**config.mk**
```make
export PLATFORM = sky130hd
export DESIGN_NAME = pipe_delay
export DESIGN_NICKNAME = d
export VERILOG_FILES = /design/src/rtl/pipe_pkg.sv /design/src/rtl/pipe_checker_delay.sv
export SDC_FILE = /design/constraint.sdc
export NUM_CORES = 1
export LEC_CHECK = 0
export ABC_AREA = 1
export ABC_CLOCK_PERIOD_IN_PS = 800
export BUFFER_PORTS_ARGS = -buffer_cell sky130_fd_sc_hd__clkbuf_2
export CORE_AREA = 3 3 46 48
export DETAILED_ROUTE_END_ITERATION = 10
export DIE_AREA = 0 0 49 51
export HOLD_SLACK_MARGIN = 0.15
export PLACE_DENSITY = 0.79
export SLEW_MARGIN = 20
export SYNTH_ARGS = -nofsm -noshare
export SYNTH_HDL_FRONTEND = slang
export SYNTH_SLANG_ARGS = --single-unit
```
**constraint.sdc**
```tcl
create_clock -name clk -period 0.8 [get_ports clk]
set_input_delay 0.08 -clock clk [delete_from_list [all_inputs] [get_ports clk]]
set_output_delay 0.08 -clock clk [all_outputs]
set_load 0.05 [all_outputs]
```
**src/rtl/pipe_pkg.sv**
```systemverilog
// Shared definitions for the arithmetic pipe and its checker: default sizes
// and the single reference formula for the pipe result.
package pipe_pkg;

    localparam int N_DEF       = 10;
    localparam int LATENCY_DEF = 3;
    localparam int CNT_W_DEF   = 16;

    typedef enum logic [1:0] {
        CHK_IDLE = 2'd0,
        CHK_PASS = 2'd1,
        CHK_FAIL = 2'd2
    } chk_result_e;

    // ((a+b)*(c-d)) mod 2^n; every intermediate also wraps mod 2^n.
    // Operands are passed zero-extended to 64 bits; n must not exceed 64.
    function automatic logic [63:0] pipe_expected(input logic [63:0] a,
                                                  input logic [63:0] b,
                                                  input logic [63:0] c,
                                                  input logic [63:0] d,
                                                  input int unsigned n);
        logic [63:0] mask;
        logic [63:0] sum;
        logic [63:0] diff;
        logic [63:0] prod;
        mask = (n >= 64) ? '1 : ((64'd1 << n) - 64'd1);
        sum  = (a + b) & mask;
        diff = (c - d) & mask;
        prod = (sum * diff) & mask;
        return prod;
    endfunction

endpackage

```
**src/rtl/pipe_checker_delay.sv**
```systemverilog
// Fixed-latency delay line; the MSB of each entry is its valid bit, which is
// the only part cleared by reset (the payload is don't-care when invalid).
module pipe_delay
    import pipe_pkg::*;
#(
    parameter int WIDTH = N_DEF + 1,
    parameter int DEPTH = LATENCY_DEF
) (
    input  logic             clk,
    input  logic             rst_n,
    input  logic [WIDTH-1:0] entry,
    output logic [WIDTH-1:0] head
);

    logic [DEPTH-1:0] vld_p;
    logic [WIDTH-2:0] data_p [DEPTH];

    always_ff @(posedge clk or negedge rst_n) begin
        if (!rst_n) begin
            vld_p <= '0;
        end else begin
            vld_p[0] <= entry[WIDTH-1];
            for (int i = 1; i < DEPTH; i++) begin
                vld_p[i] <= vld_p[i-1];
            end
        end
    end

    always_ff @(posedge clk) begin
        data_p[0] <= entry[WIDTH-2:0];
        for (int i = 1; i < DEPTH; i++) begin
            data_p[i] <= data_p[i-1];
        end
    end

    assign head = {vld_p[DEPTH-1], data_p[DEPTH-1]};

endmodule

```
-- Word-level counts from Yosys, hierarchy flattened
Memory sizes are Yosys's and may differ from the RTL's.
Cells that the tools add are included.
- register bits after elaboration: 3
- RAM bits: 30
- input port bits: 13
- output and inout bits: 11
- word-level logic and storage cells: 2
- memories: 1
- memories (name ; words ; bits a word ; read ports ; clocked after Yosys merged registers in ; write ports ; line ; text):
    data_p ; 3 ; 10 ; 3 ; 0 ; 3 ; pipe_checker_delay.sv:16 ; logic [WIDTH-2:0] data_p [DEPTH];

-- Logic depth before layout (Yosys ltp)
- depth in word-level cells: 0
- mapped depth: 1
- depth with buffers taken out: 0

-- Least setup slack after synthesis
Ideal clock, no wire load.
- path type: register -> output
- start point: register vld_p[2]
- end point: output head[10]
- arrival time: 515 ps
- data required time: 720 ps
- setup slack: 205 ps
- stages on the path, launching flop included: 2
- buffers on the path: 1
- path through: dfrtp_1 -> buf_4
- RTL lines (item ; line ; text):
    start: declaration ; pipe_checker_delay.sv:15 ; logic [DEPTH-1:0] vld_p;
    start signal: indexed assignment ; pipe_checker_delay.sv:24 ; vld_p[i] <= vld_p[i-1];
    end: declaration ; pipe_checker_delay.sv:12 ; output logic [WIDTH-1:0] head
No word-level cell between the ends.

-- Final worst setup path
- start point: register vld_p[2]
- end point: output head[10]
No word-level cell between the ends.

==> impl_metrics.yaml <==
status:
  status: "complete, but fails checks"
  violations: "setup timing"
die:
  rows: 15
  initial_core_util_pct: 43.4
  io_pins: 24
  die_area_sq_um: 2500
  die_h_um: 51
  fp.dieW_um: 49
  core-area_sq_um: 1750
timing:
  fin_ws_ns: -0.131
  period_share_pct: 116
  grt_setup_unrepaired: "yes"
  setup_violations: 11
  whs_ns: 0.326
  hold_violations: 0
  min_period_ns: 0.931
  slew_violations: 0
  max_slew_margin_pct: 94.0
  finClkSkew_ns: 0.00484
  tightest_slew_ns: 0.0902
  fmax_mhz: 1070
critical_path:
  worstSetupPathType: "flip-flop to primary output"
  critPathBufInv: 1
  slowest_stage: "dfrtp_1"
  worstPathCellList: "buf_8"
  cp_slowest_stage_delay_ns: 0.39
  crit_family: "flip-flops"
  arrival_ns: 0.85
  start_kind: "flip-flop"
  path_max_fanout: 1
  cp.required_ns: 0.72
  endpoint_kind: "primary output"
clocking:
  clk_latency_ns: 0.31
  clk_path_buf_depth: 2
  cts_buffers: 5
  clock-sinks: 33
  path_clk_slew_ns: 0.09
  root_buffer: "clkbuf_4"
  cts_tree: "done"
  post_cts_buffers: 0
  htreeDepth: 2
cells_and_area:
  nets: 89
  n_antenna_cell: 0
  fin_util_pct: 66.2
  multi_input_area_sq_um: 0
  syn_to_final_growth_pct: 52.3
  final_cells: 102
  drive_gt1_share_pct: 53.2
  nMultiInputCombCells: 0
  n_fill_cell: 119
synthesis:
  ys_types: 3
  synth_area_sq_um: 758
  synthCells: 44
  synth-seq-cells: 33
  seq_area_frac_synth_pct: 89.1
  synth_fp_nets: 57
  yosys_warnings: 0
  syn_avg_cell_area_sq_um: 17.2
route:
  vias: 357
  wirelength_um: 976
  highest_layer: "met4"
  drcViolationCount: 0
  drt_iter0_drc: 2
  met3_length_um: 45
  met1Wirelength_um: 412
  ant_nets: 0
  firstDrtPassIters: 3
  viasPerCell: 3.50
  route.detailed.wl_per_inst_um: 9.57
  dr_wl_met2_um: 504
pwr:
  p_per_area_nw_per_um2: 2620
  p_leak_nw: 0.520
  irDropWorstVdd_mv: 1.20
  finalPower_mw: 3.03
global_routing:
  first_global_vias: 318
  grt.total_usage_pct: 7.43
  grt_pass1_wl_mm: 1.26
  grt_start_max_net_pins: 11
  overflow: 0
  antenna_found_initial: 0
placement:
  io_buffers: 23
  gp_congestion: 0.600
  place_inst: 81
run:
  maxCapViolCount: 0
hold_path:
  hold_path_class: "flip-flop to flip-flop"
-- metal layers --
metal | global-route usage, % | vias up
met5 | 0 | -
met4 | 8.53 | 0
met3 | 4.37 | 2
met2 | 10.4 | 15
met1 | 7.09 | 154
li1 | - | 186
-- cell usage after synthesis --
cell     instances  share of area, %
dfrtp_1          3               9.9
buf_4           11                11
dfxtp_1         30                79
-- power breakdown --
group	total, mW	internal [mW]	switching, mW
clock	0.985	0.509	0.476
combinational	0.275	0.142	0.133
sequential	1.77	1.74	0.0310
total	3.03	2.39	0.639
-- sequential cells by signal, summed over array words and instances (netlist names) --
signal	cells
data_p	30
vld_p	3
-- metrics by stage --
stage | setup TNS (ns) | setup slack, ns | cell area (sq um)
2_1_floorplan | 0 | 0.205 | 758
3_3_place_gp | 0 | 0.158 | 822
3_5_place_dp | 0 | 0.155 | 822
4_1_cts | -1.22 | -0.158 | 1140
5_1_grt | -1.29 | -0.181 | 1150
6_report | -0.817 | -0.131 | 1150
-- layout by cell type (no fill, tap or decap), drive strengths merged --
cell type / synthesis / layout
dfxtp: 30 / 30
buf: 11 / 10
clkinv: 0 / 1
dfrtp: 3 / 3
clkbuf: 0 / 20
dlygate4sd3: 0 / 13
-- cell families (layout without fill, tap and decap cells) --
| group | Yosys count | in the layout | share of synthesized area, % |
|---|---|---|---|
| DFF | 33 | 33 | 89.1 |
| buffers and inverters | 11 | 44 | 10.9 |
-- final cells by class --
class                 count  area, sq um  share of cell area [%]
clock inverter            1         5.00                   0.433
sequential               33          688                    59.6
tap                      25         31.3                    2.71
clock buffer              7         65.1                    5.63
timing repair buffer     36          365                    31.6
-- final timing paths --
check,cells past startpoint,slack (ns),start,to
setup / recovery,1,-0.13,vld_p[2]$_DFF_PN0_,head[10]
hold / removal,0,0.33,data_p[0][14]$_DFF_P_,data_p[0][24]$_DFF_P_
setup reg to reg,0,0.32,vld_p[1]$_DFF_PN0_,vld_p[2]$_DFF_PN0_
hold reg to reg,0,0.33,data_p[0][14]$_DFF_P_,data_p[0][24]$_DFF_P_
max in group asynchronous,3,0.06,rst_n,vld_p[0]$_DFF_PN0_
min in group asynchronous,3,0.62,rst_n,vld_p[2]$_DFF_PN0_
-- timing repair --
item,in CTS,in global routing
endpoints found under the hold margin,14,0
hold buffers,13,0
gates resized for setup,31,12
endpoints found under the setup margin,11,11
(Power assumes the default switching activity.)
